**src/rtl/pontuacao_pkg.sv**
```systemverilog
// Shared constants and state encoding for the round evaluator feeding
// calculadora_pontos.
package pontuacao_pkg;

    localparam int NOTE_W  = 4;
    localparam int ROUND_W = 4;
    localparam int ERR_W   = 8;

    typedef logic [2:0] estado_t;

    localparam estado_t OCIOSO    = 3'd0;
    localparam estado_t ESPERA    = 3'd1;
    localparam estado_t REGISTRA  = 3'd2;
    localparam estado_t FIM       = 3'd3;
    localparam estado_t CALCULA   = 3'd4;
    localparam estado_t CONCLUIDO = 3'd5;

endpackage

```
**src/rtl/contador_erros_rodada.sv**
```systemverilog
// Per-round error counter: synchronous clear at round start, +1 per wrong note.
module contador_erros_rodada #(
    parameter int ERR_W = pontuacao_pkg::ERR_W
) (
    input  logic             clock,
    input  logic             reset,
    input  logic             limpar,
    input  logic             incrementar,
    output logic [ERR_W-1:0] valor
);

    localparam logic [ERR_W-1:0] UM = ERR_W'(1);

    logic [ERR_W-1:0] valor_q;
    logic [ERR_W-1:0] valor_d;

    // A round holds at most 16 notes, so the count never approaches wrap.
    always_comb begin
        valor_d = valor_q;
        if (limpar) begin
            valor_d = '0;
        end else if (incrementar) begin
            valor_d = valor_q + UM;
        end
    end

    always_ff @(posedge clock) begin
        if (reset) begin
            valor_q <= '0;
        end else begin
            valor_q <= valor_d;
        end
    end

    assign valor = valor_q;

endmodule

```
**src/rtl/avaliador_rodada.sv**
```systemverilog
// Round evaluator: walks the expected note sequence, counts wrong/missed notes
// and issues a one-cycle calcular strobe to calculadora_pontos at round end.
module avaliador_rodada #(
    parameter int NOTE_W  = pontuacao_pkg::NOTE_W,
    parameter int ROUND_W = pontuacao_pkg::ROUND_W,
    parameter int ERR_W   = pontuacao_pkg::ERR_W
) (
    input  logic               clock,
    input  logic               reset,
    input  logic               iniciar,
    input  logic [ROUND_W-1:0] rodada,
    input  logic               nota_valida,
    input  logic [NOTE_W-1:0]  nota_jogada,
    input  logic               timeout,
    input  logic [NOTE_W-1:0]  nota_esperada,
    output logic [ROUND_W-1:0] endereco,
    output logic [ERR_W-1:0]   erros,
    output logic [ROUND_W-1:0] rodada_out,
    output logic               calcular,
    output logic               ocupado,
    output logic               pronto
);

    import pontuacao_pkg::*;

    localparam logic [ROUND_W-1:0] UM = ROUND_W'(1);

    estado_t            estado_q,   estado_d;
    logic [ROUND_W-1:0] endereco_q, endereco_d;
    logic [ROUND_W-1:0] rodada_q,   rodada_d;
    logic               erro_q,     erro_d;
    logic               limpar;
    logic               incrementar;

    // NOTE: every signal gets a default before the case so no path leaves
    // it unassigned; a missing default here would infer a latch.
    always_comb begin
        estado_d    = estado_q;
        endereco_d  = endereco_q;
        rodada_d    = rodada_q;
        erro_d      = erro_q;
        limpar      = 1'b0;
        incrementar = 1'b0;

        case (estado_q)
            OCIOSO, CONCLUIDO: begin
                if (iniciar) begin
                    rodada_d   = rodada;
                    endereco_d = '0;
                    limpar     = 1'b1;
                    estado_d   = ESPERA;
                end
            end
            ESPERA: begin
                // A played note takes priority over a simultaneous timeout.
                if (nota_valida) begin
                    erro_d   = (nota_jogada != nota_esperada);
                    estado_d = REGISTRA;
                end else if (timeout) begin
                    erro_d   = 1'b1;
                    estado_d = REGISTRA;
                end
            end
            REGISTRA: begin
                incrementar = erro_q;
                if (endereco_q == rodada_q) begin
                    estado_d = FIM;
                end else begin
                    endereco_d = endereco_q + UM;
                    estado_d   = ESPERA;
                end
            end
            FIM:     estado_d = CALCULA;
            CALCULA: estado_d = CONCLUIDO;
            default: estado_d = OCIOSO;
        endcase
    end

    // NOTE: sequential state uses non-blocking assignments so every flop
    // samples the pre-edge value of its neighbours.
    always_ff @(posedge clock) begin
        if (reset) begin
            estado_q   <= OCIOSO;
            endereco_q <= '0;
            rodada_q   <= '0;
            erro_q     <= 1'b0;
        end else begin
            estado_q   <= estado_d;
            endereco_q <= endereco_d;
            rodada_q   <= rodada_d;
            erro_q     <= erro_d;
        end
    end

    contador_erros_rodada #(
        .ERR_W(ERR_W)
    ) u_contador (
        .clock      (clock),
        .reset      (reset),
        .limpar     (limpar),
        .incrementar(incrementar),
        .valor      (erros)
    );

    assign endereco   = endereco_q;
    assign rodada_out = rodada_q;
    assign calcular   = (estado_q == CALCULA);
    assign pronto     = (estado_q == CONCLUIDO);
    assign ocupado    = (estado_q == ESPERA) || (estado_q == REGISTRA) ||
                        (estado_q == FIM)    || (estado_q == CALCULA);

endmodule

```
**config.mk**
```make
export PLATFORM = sky130hd
export DESIGN_NAME = avaliador_rodada
export DESIGN_NICKNAME = d
export VERILOG_FILES = /design/src/rtl/pontuacao_pkg.sv /design/src/rtl/contador_erros_rodada.sv /design/src/rtl/avaliador_rodada.sv
export SDC_FILE = /design/constraint.sdc
export NUM_CORES = 1
export LEC_CHECK = 0
export BUFFER_PORTS_ARGS = -buffer_cell sky130_fd_sc_hd__clkbuf_2
export CAP_MARGIN = 10
export CORE_MARGIN = 2
export CORE_UTILIZATION = 51
export CTS_BUF_LIST = sky130_fd_sc_hd__clkbuf_2
export DETAILED_ROUTE_END_ITERATION = 16
export PLACE_DENSITY = 0.92
export SKIP_CTS_REPAIR_TIMING = 1
export SYNTH_ARGS = -nofsm -noshare
export SYNTH_HDL_FRONTEND = slang
export SYNTH_SLANG_ARGS = --single-unit
```
**constraint.sdc**
```tcl
create_clock -name clock -period 1.7 [get_ports clock]
set_input_delay 0.34 -clock clock [delete_from_list [all_inputs] [get_ports clock]]
set_output_delay 0.34 -clock clock [all_outputs]
set_load 0.01 [all_outputs]
```
# Yosys cells after proc, flatten, opt, wreduce, memory -nomap -nowiden
# Cells that the tools add are included.
[op_classes]
add_sub_neg = 2
n_mul = 0
div = 0
magnitude_cmp = 0
eq_ne = 10
n_shift = 0
n_mux = 13
bitwise = 0
reduce_logical = 12
[ops]
columns = ["operator", "n"]
rows = [
  ["$pmux 3 s5", 1],
  ["$mux 3", 3],
  ["$add 8x1->8 const B", 1],
  ["$mux 4", 2],
  ["$pmux 4 s2", 1],
  ["$eq 3x2->1 const B", 2],
  ["$eq 3x3->1 const B", 2],
  ["$reduce_and 2->1", 3],
  ["$mux 1", 5],
  ["$add 4x1->4 const B", 1],
  ["$eq 4x4->1", 1],
  ["$ne 2x2->1 const B", 2],
  ["$ne 4x4->1", 1],
  ["$reduce_bool 2->1", 2],
  ["$reduce_or 2->1", 2],
  ["$eq 3x1->1 const B", 1],
  ["$logic_not 3->1", 1],
  ["$logic_or 1x1->1", 3],
  ["$ne 3x3->1 const B", 1],
  ["$reduce_and 3->1", 1],
  ["$mux 2", 1],
]
[totals]
reg_bits = 20
latchBits = 0
ram_bits = 0
mem_bits_ro = 0
in_bits = 17
wordCells = 42
memories = 0

# Depth between registers and ports, before layout
# Gate-level depths: netlist of run 1.
[depth]
ltp_word = 4
depth_mapped = 6
mapped_depth_nobuf = 4

# Modules after synthesis
# Synthesis of run 1 repeated with hierarchy kept, for this count alone.
[unflattened]
hier_cells = 123
hier_area_um2 = 1059.8
[modules_own_cells]
columns = ["mod", "instances", "cells_each", "area_each_um2"]
rows = [
  ["avaliador_rodada", 1, 85, 714.4],
  ["contador_erros_rodada", 1, 38, 345.3],
]

# Worst setup path after synthesis of run 1
# No wires, ideal clock.
[synth_timing]
kind = "reg-to-reg"
startpoint = "register endereco_q[0] (netlist: endereco[0])"
endpoint = "register endereco_q[0] (netlist: endereco[0])"
arrival_time_ns = 1.297
required_ns = 1.579
setup_slack_ns = 0.282
stages_incl_launch_ff = 5
n_path_buf = 0
cell_sequence = "dfxtp_1 xor2_1 nor4_2 nor2b_2 mux2_2"
[synth_between]
elab_chain_cells = 3
word_cells_on_any_way = 6
[synth_lines]
columns = ["element", "line", "source"]
rows = [
  ["from (decl)", "avaliador_rodada.sv:29", "logic [ROUND_W-1:0] endereco_q, endereco_d;"],
  ["from (signal assigned)", "avaliador_rodada.sv:89", "endereco_q <= endereco_d;"],
  ["$add 4x1->4 / $eq 4x4->1 (equally long branches)", "avaliador_rodada.sv:69, avaliador_rodada.sv:66", ""],
  ["$mux 4 / $ne 2x2->1 (equally long branches)", "n/a", ""],
  ["$pmux 4 s2 / $reduce_and 3->1 (equally long branches)", "n/a", ""],
]
# Parallel ways exist; a longest one is shown, timed or not. The select of a mux whose other input is x is not followed.
# A chain may end at the register's enable or synchronous reset.

# Worst setup path in the final report of run 1
[layout_timing]
startpoint = "register estado_q[0]"
endpoint = "output ocupado"
[layout_between]
elab_chain_cells = 4
word_cells_on_any_way = 7
[layout_lines]
columns = ["element", "line", "source"]
rows = [
  ["from (decl)", "avaliador_rodada.sv:28", "estado_t estado_q, estado_d;"],
  ["from (signal assigned)", "avaliador_rodada.sv:88", "estado_q <= estado_d;"],
  ["$eq 3x1->1 / $eq 3x2->1 (equally long branches)", "avaliador_rodada.sv:109", "assign ocupado = (estado_q == ESPERA) || (estado_q == REGISTRA) ||"],
  ["$logic_or 1x1->1 (2 in series)", "avaliador_rodada.sv:109", ""],
  ["$logic_or 1x1->1 *", "avaliador_rodada.sv:110", "(estado_q == FIM) || (estado_q == CALCULA);"],
  ["to (decl)", "avaliador_rodada.sv:20", "output logic ocupado,"],
]
# Every way passes the cells marked *; elsewhere a longest branch is shown, timed or not.

==> metrics.cfg, run 1 <==
[critical_path]
rrSetupSlack_ps = 190
reg2reg_from = estado_q[1]
critPathMaxStageDelay_ps = 480
r2r_end = endereco[0]
timing.critical_path.to_type = output pin
cp_data_required_time_ps = 1360
crit_family = flip-flops
r2r_cells = 4
critPathMaxFanout = 11
worstSetupPathType = reg -> out
slowest_stage = dfxtp_2
critPathBufInv = 1
crit_chain = nor2_1, xnor2_1, clkbuf_2
arrival_ps = 1230
startpoint_type = flop

[logic_synthesis]
synth_cell_types = 36
yosysWarnings = 0
synth_top_area_share_pct = 38.14
syn_nets = 140
ys_seq_area_share_pct = 38.14
synth.area.top_cells = dfxtp_1 (38%), xor2_1 (9.2%), nor2_1 (6.1%)
avgSynthCellArea_um2 = 8.676
synth_top_area_cell = dfxtp_1
synth.cell_area_mm2 = 0.001050
synthCells = 121
ys_ff_latch = 20

[finish]
register_area_um2 = 404.1
multi_input_comb_area_um2 = 616.8
final_cell_area_mm2 = 0.001301
final_cell_mix = clkbuf_2 (38), nor2_1 (17), dfxtp_1 (17)
fillers = 168
layout_commonest_cell = clkbuf_2
fin_cells = 185
syn2layout_area_growth_pct = 23.96
finalNetCount = 178
antenna_cells = 0
drive_gt1_share_pct = 32.28

[power_and_ir_drop]
power.switching_mw = 0.2683
leakagePower_nw = 0.5649
clock_power_share_pct = 34.0
ir_drop_mv = 0.8034
power.share.combinational_pct = 16.6
seq_power_share_pct = 49.4
swShare_pct = 25.78
power_mw = 1.041
internal_power_mw = 0.7725
p_per_area_mw_per_mm2 = 799.8

[detailed_routing]
wl_per_cell_um = 12.41
drtPass1Iterations = 4
drtIter0Drc = 26
vias = 972
drt_wl_total_mm = 2.295
vias_per_cell = 5.254
drt_drc_violations_left = 0
ant_nets = 0

[sta]
fin_tns_setup_ps = 0
fmax_mhz = 636.1
finalSetupViolations = 0
fin_skew_ps = 2.348
fin_crit_ps = 1572
period_share_pct = 92.47
worstMarginPinSlew_ps = 335.9
setup_slack_ps = 127.9
hold_viol_final = 0
rsz0062_at_grt = no
slew_headroom_pct = 77.42
slew_viol_final = 0

[global_route]
grt_max_degree = 15
track_usage_pct = 20.99
grt_pass1_wl_mm = 3.974
overflow = 0
first_global_vias = 918
antenna_found_initial = 0

[die]
std_cell_rows = 16
dieWidth_um = 49.37
start_util_pct = 54.06
ios = 36
die_area_mm2 = 0.002437
core_mm2 = 0.001942
die_h_um = 49.37

[hold_path]
hold_class = in -> reg
whs_endpoint = erro_q
min_delay_path_depth = 2
hp-start = nota_valida

[clock_tree]
insertion_delay_ps = 320
clock_path_buffers = 2
cts_buffers = 3
cts.clk_slew.worst_paths_ps = 190
cts_tree = yes
cts.sinks = 20
clockRootBuffer = clkbuf_2
h-tree-depth = 1

[outcome]
status = finished clean

[job]
cap_violations = 0

[place]
place_congestion = 0.8058
dp_slack_ps = 143.4
placed_cell_area_mm2 = 0.001252
dp_cells = 181
dpl.hpwl_mm = 1.829
io_buffers = 35

==> Yosys cell counts <==
master,number
mux2_2,2
and2_1,1
nand3_1,2
xor2_2,1
nand4_1,3
and3_1,1
and4bb_1,1
nand2b_1,5
o21a_1,1
a311oi_1,1
inv_1,3
xnor2_1,5
nor4_2,1
nor2b_2,1
nor3b_1,2
nor4_1,1
a21oi_1,9
o22a_1,1
clkbuf_1,1
buf_4,1
ha_1,2
o41ai_1,1
nor2_1,17
nor2b_1,3
nor2_2,1
dfxtp_1,20
o32ai_1,2
nand2_1,9
buf_2,2
nand4bb_1,1
nor3_1,2
xor2_1,11
or2_0,1
or3b_2,1
o21ai_0,4
mux2i_1,1
==> registers in the layout (all words and copies together), names as in the netlist <==
| register | count |
|---|---|
| endereco | 4 |
| erro_q | 1 |
| estado_q | 3 |
| rodada_out | 4 |
| u_contador.valor | 8 |
==> area by class of cell <==
| class | instances | area share [%] |
|---|---|---|
| clock buffers | 3 | 1.154 |
| clock inverters | 1 | 2.308 |
| inverters | 3 | 0.8654 |
| multi-input cells | 94 | 47.40 |
| flip-flops and latches | 20 | 31.06 |
| well taps | 27 | 2.596 |
| repair buffers | 37 | 14.62 |
==> worst max-delay path by stage <==
stage,start,cells after the start,slack [ps],endpoint
after floorplan,endereco[0],4,280,endereco[0]
after global placement,estado_q[1],4,230,endereco[0]
after detailed placement,estado_q[0],4,140,endereco[1]
after CTS,estado_q[0],3,-10,ocupado
after global routing,estado_q[0],3,30,ocupado
final,estado_q[0],3,130,ocupado
==> through the flow <==
| step | hold WS (ps) | utilization, % |
|---|---|---|
| 3_5_place_dp | 501.6 | 64.50 |
| 3_3_place_gp | 479.3 | 64.50 |
| 5_1_grt | 183.1 | 67.01 |
| 4_1_cts | 201.9 | 66.82 |
| 6_report | 197.5 | 67.01 |
| 2_1_floorplan | 448.7 | - |
==> cells by family after synthesis <==
group / synth area share (%)
fa+ha+maj: 2.383
flops: 38.14
compound gates: 11.09
buf+inv: 3.099
mux: 3.099
simple gates: 27.30
xor+xnor: 14.90
==> power by group through the flow <==
stage / sequential (mW) / combinational [mW] / clock (mW)
floorplan: 0.515 / 0.111 / 0
global placement: 0.519 / 0.165 / 0
detailed placement: 0.522 / 0.172 / 0
CTS: 0.513 / 0.174 / 0.356
global route: 0.518 / 0.194 / 0.377
finish: 0.514 / 0.173 / 0.353
==> per-layer routing <==
metal	part of all wire, %	vias to the layer above	wire, um	GRT usage (%)
met5	0	-	0	0
met4	0.61	0	14	5.093
met3	5.5	4	127	4.908
met2	52	32	1197	38.74
met1	42	447	955	24.23
li1	-	489	-	-
(Power assumes the default switching activity.)
==> inputs of run 2 (changes only) <==
--- a/config.mk
+++ b/config.mk
@@ -5,13 +5,13 @@
 export SDC_FILE = /design/constraint.sdc
 export NUM_CORES = 1
 export LEC_CHECK = 0
-export BUFFER_PORTS_ARGS = -buffer_cell sky130_fd_sc_hd__clkbuf_2
+export BUFFER_PORTS_ARGS = -buffer_cell sky130_fd_sc_hd__buf_2
 export CAP_MARGIN = 10
 export CORE_MARGIN = 2
-export CORE_UTILIZATION = 51
-export CTS_BUF_LIST = sky130_fd_sc_hd__clkbuf_2
+export CORE_UTILIZATION = 48
+export CTS_BUF_LIST = sky130_fd_sc_hd__clkbuf_4 sky130_fd_sc_hd__clkbuf_8 sky130_fd_sc_hd__clkbuf_16
 export DETAILED_ROUTE_END_ITERATION = 16
-export PLACE_DENSITY = 0.92
+export PLACE_DENSITY = 0.88
 export SKIP_CTS_REPAIR_TIMING = 1
 export SYNTH_ARGS = -nofsm -noshare
 export SYNTH_HDL_FRONTEND = slang
==> metrics.cfg, run 2 (synthesis results as in run 1) <==
[sta]
fmax_mhz = 638.0
fin_tns_setup_ps = 0
slew_headroom_pct = 78.64
period_share_pct = 92.19
fin_skew_ps = 4.666
finalSetupViolations = 0
slew_viol_final = 0
fin_crit_ps = 1567
whs_ps = 236.4
rsz0062_at_grt = no
worstMarginPinSlew_ps = 318.0
hold_viol_final = 0

[die]
std_cell_rows = 16
die_area_mm2 = 0.002577
die_h_um = 50.77
core_mm2 = 0.002022
ios = 36
dieWidth_um = 50.77
start_util_pct = 51.92

[clock_tree]
cts_tree = yes
cts.sinks = 20
cts_buffers = 3
cts.clk_slew.worst_paths_ps = 110
h-tree-depth = 1
clock_path_buffers = 2
insertion_delay_ps = 310
clockRootBuffer = clkbuf_4

[detailed_routing]
drt_drc_violations_left = 0
wl_per_cell_um = 11.56
ant_nets = 0
drt_wl_total_mm = 2.127
drtPass1Iterations = 4
drtIter0Drc = 7
vias_per_cell = 5.234
vias = 963

[place]
dp_cells = 180
io_buffers = 35
dpl.hpwl_mm = 1.694
place_congestion = 0.8214

[critical_path]
arrival_ps = 1780
timing.critical_path.to_type = flop
crit_family = simple AND/OR/NAND/NOR gates
startpoint_type = flop
critPathMaxFanout = 8
critPathBufInv = 0
worstSetupPathType = reg -> reg
slowest_stage = dfxtp_1
crit_chain = nor2b_1, and2_1, nor2b_2, mux2_2
critPathMaxStageDelay_ps = 450
cp_data_required_time_ps = 1910

[finish]
drive_gt1_share_pct = 30.57
layout_commonest_cell = buf_2
final_cell_mix = buf_2 (35), dfxtp_1 (19), nor2_1 (17)
finalNetCount = 177
fin_cells = 184
fillers = 201
largest_register_ffs = 8
syn2layout_area_growth_pct = 23.00
antenna_cells = 0

[global_route]
track_usage_pct = 19.13
grt_max_degree = 15
antenna_found_initial = 0
overflow = 0
first_global_vias = 908
grt_pass1_wl_mm = 3.829

[power_and_ir_drop]
ir_drop_mv = 0.5951
p_per_area_mw_per_mm2 = 742.8
leakagePower_nw = 0.5700

[hold_path]
hold_class = in -> reg

[job]
cap_violations = 0

[outcome]
status = finished clean

-- run 2: layout make-up --
class                      count  area, um2  area share (%)
tap                           27      33.78           2.616
clock buffer                   4      36.28           2.810
sequential                    20      401.6           31.10
multi-input combinational     94      625.6           48.45
timing repair buffer          36      182.7           14.15
inverter                       3      11.26          0.8721
-- run 2: where the power goes --
part | internal (mW) | switching, mW
sequential | 0.487 | 0.0250
combinational | 0.0791 | 0.0892
clock | 0.131 | 0.148
-- run 2: metal layers --
layer / GRT usage [%] / part of all wire (%) / up-vias
li1: - / - / 487
met1: 24.45 / 44 / 447
met2: 32.68 / 49 / 26
met3: 5.357 / 5.5 / 3
met4: 2.703 / 0.66 / 0
met5: 0 / 0 / -
-- run 2: worst paths after layout --
path	slack, ps	from	cells after the start	endpoint
min	240	nota_valida	2	erro_q
min reg2reg	520	u_contador.valor[1]	2	u_contador.valor[1]
max	130	estado_q[1]	4	endereco[0]
max reg2reg	130	estado_q[1]	4	endereco[0]
-- run 2: worst reg2reg max path, cell delays in order (launching register included) --
cell and delay, ps:
dfxtp_1 450, nor2b_1 240, and2_1 190, nor2b_2 240
mux2_2 360
-- run 2: stage by stage --
stage / power (mW) / util [%] / setup WS, ps / instance area [um2]
floorplan: 0.6259 / - / 282.2 / 1050
global placement: 0.6759 / 61.57 / 193.4 / 1245
detailed placement: 0.6824 / 61.57 / 149.6 / 1245
CTS: 0.9593 / 63.37 / 75.83 / 1281
global route: 1.011 / 63.86 / 27.26 / 1291
finish: 0.9591 / 63.86 / 132.7 / 1291
